===== src/rtl/pipeline_hazard_ctrl.sv =====
// rtl/pipeline_hazard_ctrl.sv - hazard sequencer for the 5-stage pipeline
// Drives stage enables/flushes, registered EX forwarding selects and stall/flush event counters.
module pipeline_hazard_ctrl #(
   parameter int RIW     = 4,
   parameter int CW      = 16,
   parameter int DRAIN   = 3,
   parameter int R0_ZERO = 1
) (
   input  logic           clk,
   input  logic           rst,
   input  logic [RIW-1:0] d_Ra,
   input  logic [RIW-1:0] d_Rb,
   input  logic [RIW-1:0] d_Rc,
   input  logic           d_useA,
   input  logic           d_useB,
   input  logic           d_useC,
   input  logic [RIW-1:0] e_Rc,
   input  logic           e_regWrite,
   input  logic           e_memToReg,
   input  logic [RIW-1:0] m_Rc,
   input  logic           m_regWrite,
   input  logic           e_branchTaken,
   input  logic           mem_req,
   input  logic           mem_ready,
   input  logic           halt_req,
   output logic           en_pc,
   output logic           en_ifid,
   output logic           en_idex,
   output logic           en_exmem,
   output logic           en_memwb,
   output logic           flush_ifid,
   output logic           flush_idex,
   output logic [1:0]     fwdA,
   output logic [1:0]     fwdB,
   output logic [1:0]     fwdC,
   output logic [CW-1:0]  stall_cnt,
   output logic [CW-1:0]  flush_cnt,
   output logic           halted
);

   typedef enum logic [2:0] {
      S_RUN,
      S_LDSTALL,
      S_MEMWAIT,
      S_DRAIN,
      S_HALT
   } state_t;

   localparam int DW = (DRAIN > 1) ? $clog2(DRAIN) : 1;
   localparam logic [DW-1:0] DRAIN_INIT = DW'(DRAIN - 1);

   state_t         state, state_d;
   logic [DW-1:0]  drain_cnt, drain_d;
   logic           stall_inc, flush_inc;
   logic           memwait, load_use;
   logic [1:0]     fwdA_d, fwdB_d, fwdC_d;

   function automatic logic hit(input logic [RIW-1:0] src, input logic use_bit,
                                input logic [RIW-1:0] dst, input logic wr);
      hit = use_bit && wr && (src == dst) && !((R0_ZERO != 0) && (src == '0));
   endfunction

   // A load in EX cannot supply its result yet, so it only ever forwards from MEM.
   function automatic logic [1:0] fwd_sel(input logic [RIW-1:0] src, input logic use_bit,
                                          input logic [RIW-1:0] erc, input logic ewr,
                                          input logic eld, input logic [RIW-1:0] mrc,
                                          input logic mwr);
      if (hit(src, use_bit, erc, ewr) && !eld)
         fwd_sel = 2'b01;
      else if (hit(src, use_bit, mrc, mwr))
         fwd_sel = 2'b10;
      else
         fwd_sel = 2'b00;
   endfunction

   assign memwait  = mem_req & ~mem_ready;
   assign load_use = e_regWrite & e_memToReg &
                     (hit(d_Ra, d_useA, e_Rc, 1'b1) |
                      hit(d_Rb, d_useB, e_Rc, 1'b1) |
                      hit(d_Rc, d_useC, e_Rc, 1'b1));

   assign fwdA_d = fwd_sel(d_Ra, d_useA, e_Rc, e_regWrite, e_memToReg, m_Rc, m_regWrite);
   assign fwdB_d = fwd_sel(d_Rb, d_useB, e_Rc, e_regWrite, e_memToReg, m_Rc, m_regWrite);
   assign fwdC_d = fwd_sel(d_Rc, d_useC, e_Rc, e_regWrite, e_memToReg, m_Rc, m_regWrite);

   assign halted = (state == S_HALT);

   always_comb begin
      en_pc      = 1'b1;
      en_ifid    = 1'b1;
      en_idex    = 1'b1;
      en_exmem   = 1'b1;
      en_memwb   = 1'b1;
      flush_ifid = 1'b0;
      flush_idex = 1'b0;
      state_d    = state;
      drain_d    = drain_cnt;
      stall_inc  = 1'b0;
      flush_inc  = 1'b0;

      if (rst) begin
         {en_pc, en_ifid, en_idex, en_exmem, en_memwb} = 5'b00000;
         flush_ifid = 1'b1;
         flush_idex = 1'b1;
         state_d    = S_RUN;
      end else begin
         case (state)
            S_RUN: begin
               if (memwait) begin
                  {en_pc, en_ifid, en_idex, en_exmem, en_memwb} = 5'b00000;
                  state_d = S_MEMWAIT;
               end else if (e_branchTaken) begin
                  flush_ifid = 1'b1;
                  flush_idex = 1'b1;
                  flush_inc  = 1'b1;
               end else if (load_use) begin
                  en_pc      = 1'b0;
                  en_ifid    = 1'b0;
                  flush_idex = 1'b1;
                  stall_inc  = 1'b1;
                  state_d    = S_LDSTALL;
               // A pending load-use is resolved first so the drained ID instruction sees correct data.
               end else if (halt_req) begin
                  en_pc      = 1'b0;
                  flush_ifid = 1'b1;
                  drain_d    = DRAIN_INIT;
                  state_d    = S_DRAIN;
               end
            end
            S_LDSTALL: begin
               if (memwait) begin
                  {en_pc, en_ifid, en_idex, en_exmem, en_memwb} = 5'b00000;
                  state_d = S_MEMWAIT;
               end else begin
                  state_d = S_RUN;
               end
            end
            S_MEMWAIT: begin
               if (mem_ready)
                  state_d = S_RUN;
               else
                  {en_pc, en_ifid, en_idex, en_exmem, en_memwb} = 5'b00000;
            end
            S_DRAIN: begin
               en_pc = 1'b0;
               if (memwait) begin
                  {en_ifid, en_idex, en_exmem, en_memwb} = 4'b0000;
               end else begin
                  flush_ifid = 1'b1;
                  if (drain_cnt == '0)
                     state_d = S_HALT;
                  else
                     drain_d = drain_cnt - 1'b1;
               end
            end
            S_HALT: begin
               {en_pc, en_ifid, en_idex, en_exmem, en_memwb} = 5'b00000;
            end
            default: begin
               state_d = S_RUN;
            end
         endcase
      end
   end

   always_ff @(posedge clk) begin
      if (rst) begin
         state     <= S_RUN;
         drain_cnt <= '0;
         fwdA      <= 2'b00;
         fwdB      <= 2'b00;
         fwdC      <= 2'b00;
         stall_cnt <= '0;
         flush_cnt <= '0;
      end else begin
         state     <= state_d;
         drain_cnt <= drain_d;
         if (stall_inc && (stall_cnt != '1))
            stall_cnt <= stall_cnt + 1'b1;
         if (flush_inc && (flush_cnt != '1))
            flush_cnt <= flush_cnt + 1'b1;
         if (en_idex) begin
            if (flush_idex) begin
               fwdA <= 2'b00;
               fwdB <= 2'b00;
               fwdC <= 2'b00;
            end else begin
               fwdA <= fwdA_d;
               fwdB <= fwdB_d;
               fwdC <= fwdC_d;
            end
         end
      end
   end

endmodule

===== config.mk =====
export PLATFORM = sky130hd
export DESIGN_NAME = pipeline_hazard_ctrl
export DESIGN_NICKNAME = d
export VERILOG_FILES = /design/src/rtl/pipeline_hazard_ctrl.sv
export SDC_FILE = /design/constraint.sdc
export NUM_CORES = 1
export LEC_CHECK = 0
export ABC_CLOCK_PERIOD_IN_PS = 5500
export BUFFER_PORTS_ARGS = -buffer_cell sky130_fd_sc_hd__clkbuf_2
export CORE_MARGIN = 2
export CORE_UTILIZATION = 50
export DETAILED_ROUTE_END_ITERATION = 7
export PLACE_DENSITY = 0.78
export SLEW_MARGIN = 5
export SYNTH_ARGS = -nofsm -noshare
export SYNTH_HDL_FRONTEND = slang
export SYNTH_SLANG_ARGS = --single-unit

===== constraint.sdc =====
create_clock -name clk -period 5.5 [get_ports clk]
set_input_delay 0.275 -clock clk [delete_from_list [all_inputs] [get_ports clk]]
set_output_delay 0.275 -clock clk [all_outputs]
set_load 0.02 [all_outputs]

==> impl_metrics.csv <==
group,metric,value,unit
clocking,clk_pin_slew,0.08,ns
final_layout,drive_above_1_share,0.254,
synthesis,synth_top_cell_by_area,"dfxtp_1",
sta,maxSlewHeadroom,0.395,
setup_path,worstSetupPathType,"input pin to primary output",
routing,wl_met1,3.07,mm
power,p_leak,1.28,nW
hold_path,worstHoldPathType,"input pin to flip-flop",
routing,met3RoutedLength,393,um
die,std_cell_rows,26,
setup_path,reg2reg_depth,6,
sta,worst_slack,2.95,ns
synthesis,synthCells,310,
sta,maxSlewViolCount,0,
clocking,cts_setup_buffers,0,
routing,wl,6.60,mm
die,ios,78,
synthesis,synth_flop_cell,"dfxtp_1",
clocking,cts_max_path_buffers,2,
synthesis,synthesis.nets,345,
synthesis,synth.most_common_cell,"dfxtp_1",
sta,rsz0062_at_grt,"no",
placed_design,pre_cts_slack,2.80,ns
routing,drc_errors,0,
synthesis,synthesis.area,0.00261,mm^2
power,vdd_drop_max,0.179,mV
placed_design,finalWeightedCongestion,0.984,
synthesis,synth_edf_count,0,
sta,final.setup.tns,0,ns
placed_design,dp_hpwl,4.75,mm
run,max_cap_viol_count,0,
setup_path,worst_setup_path_start_kind,"input pin",
global_route,grt_pass1_wl,10.8,mm
routing,postRouteAntennaNets,0,
power,p_per_area,276,mW/mm^2
sta,final.min_clock_period,2.55,ns
sta,final-hold-violation-count,0,
global_route,grt_max_degree,46,
clocking,ctsResizeCount,0,
final_layout,fin_nets,416,
setup_path,cp.required,5.22,ns
synthesis,avgSynthCellArea,8.42,um^2
routing,wl_per_cell,14.6,um
clocking,clock_sinks,43,
sta,finalCritPeriodShare,0.464,
synthesis,ys_seq_elements,43,
die,core_region_area,0.00507,mm^2
placed_design,place.port_buffers,77,
clocking,clk_latency,0.30,ns
global_route,grt.overflow.total,0,
clocking,cts_buffers,5,
routing,met2_length,3.06,mm
routing,vias,2599,
global_route,antenna_found_initial,0,
setup_path,cp.arrival,2.28,ns
synthesis,yosysWarnings,0,
synthesis,synth_top_area_share,0.330,
final_layout,finish.utilization,0.620,
die,die_w,76.2,um
routing,top_layer_used,"met4",
setup_path,crit_fanout,7,
sta,finalSetupViolations,0,
routing,viasPerCell,5.75,
synthesis,synth_commonest_cells,"43 x dfxtp_1, 37 x nor2_1, 22 x xor2_1",
die,initial_core_util,0.514,
sta,holdWs,0.415,ns
setup_path,end_kind,"primary output",
clocking,ctsHoldBuffers,0,
global_route,grt_pass1_vias,2242,
synthesis,ys_types,56,
clocking,cts-root-buf,"clkbuf_8",
die,die_area,0.00581,mm^2
global_route,grt_usage,0.224,
synthesis,synth_area_leaders,"dfxtp_1 33%, xor2_1 7.4%, xnor2_1 6.0%",
sta,max_freq,0.392,GHz
hold_path,hold_path_depth,4,
run_status,status,"finished, final reports clean",
die,die_y,76.2,um
routing,dr.pass1.iters,4,
clocking,htree_levels,2,
sta,worst_pin_slew,0.902,ns
clocking,cts_tree,"yes",
routing,drt_iter0_markers,223,
sta,fin_skew,0.0105,ns
synthesis,yosysSeqAreaShare,0.330,
final_layout,syn2layout_area_growth,20.5,%
final_layout,diodes,0,
synthesis,synth-async-reset-ratio,0,
area by class of cell:
type                    instances  area (um^2)
clock buffers                   6         72.6
clock inverters                 2         60.1
fillers                       440         1930
inverters                      12         45.0
multi-input cells             242         1630
flip-flops and latches         43          861
well taps                      70         87.6
repair buffers                 77          385
worst paths after layout:
path	startpoint	to	slack [ns]
max	d_Rb[0]	en_pc	2.95
min	d_useB	fwdB[1]$_SDFFE_PP0P_	0.42
max reg2reg	stall_cnt[6]$_SDFFE_PP0P_	stall_cnt[11]$_SDFFE_PP0P_	3.20
min reg2reg	fwdC[1]$_SDFFE_PP0P_	fwdC[1]$_SDFFE_PP0P_	0.49
worst max-delay path, cell delays in order:
cell,delay [ns]
clkbuf_2,0.11
o41ai_1,0.47
inv_1,0.15
a22o_4,0.32
nor4_2,0.40
a21oi_1,0.15
nor2_1,0.19
clkbuf_2,0.21
layout by cell type, fill, tap and decap left out, types with 8 or more instances in the layout:
| cell type | synthesis | routed |
|---|---|---|
| clkbuf_2 | 1 | 77 |
| dfxtp_1 | 43 | 43 |
| xor2_1 | 22 | 22 |
| nor2_1 | 37 | 37 |
| nand3_1 | 14 | 14 |
| nand4_1 | 15 | 15 |
| o21ai_0 | 8 | 8 |
| a21oi_1 | 14 | 14 |
| inv_1 | 12 | 12 |
| nand2_1 | 14 | 14 |
| xnor2_1 | 18 | 18 |
report_power, final:
part | internal, mW | switching (mW)
clock network | 0.182 | 0.108
registers | 0.323 | 0.0209
logic | 0.0913 | 0.143
sequential cells by signal (all words and copies together) (netlist names):
name       count
drain_cnt      2
flush_cnt     16
fwdA           2
fwdB           2
fwdC           2
stall_cnt     16
state          3
layer usage:
metal | GRT usage | vias up
met4 | 0.0727 | 0
met2 | 0.353 | 83
met1 | 0.305 | 1223
met3 | 0.0486 | 7
met5 | 0 | -
li1 | - | 1286
through the flow:
step                instance area, um^2  cells  total power [mW]
floorplan                          2610    310             0.515
global placement                   3010    444             0.574
detailed placement                 3010    444             0.577
CTS                                3140    452             0.866
global route                       3140    452             0.908
finish                             3140    452             0.868
cells by family after synthesis:
kind of cell	share of synthesized area
muxes	0.0249
DFF	0.330
buffers and inverters	0.0441
adders and majority gates	0.0144
AOI/OAI and AO/OA	0.175
xor gates and xnor gates	0.134
and+or+nand+nor	0.278
Note: power is estimated with default switching activity, not from simulation.
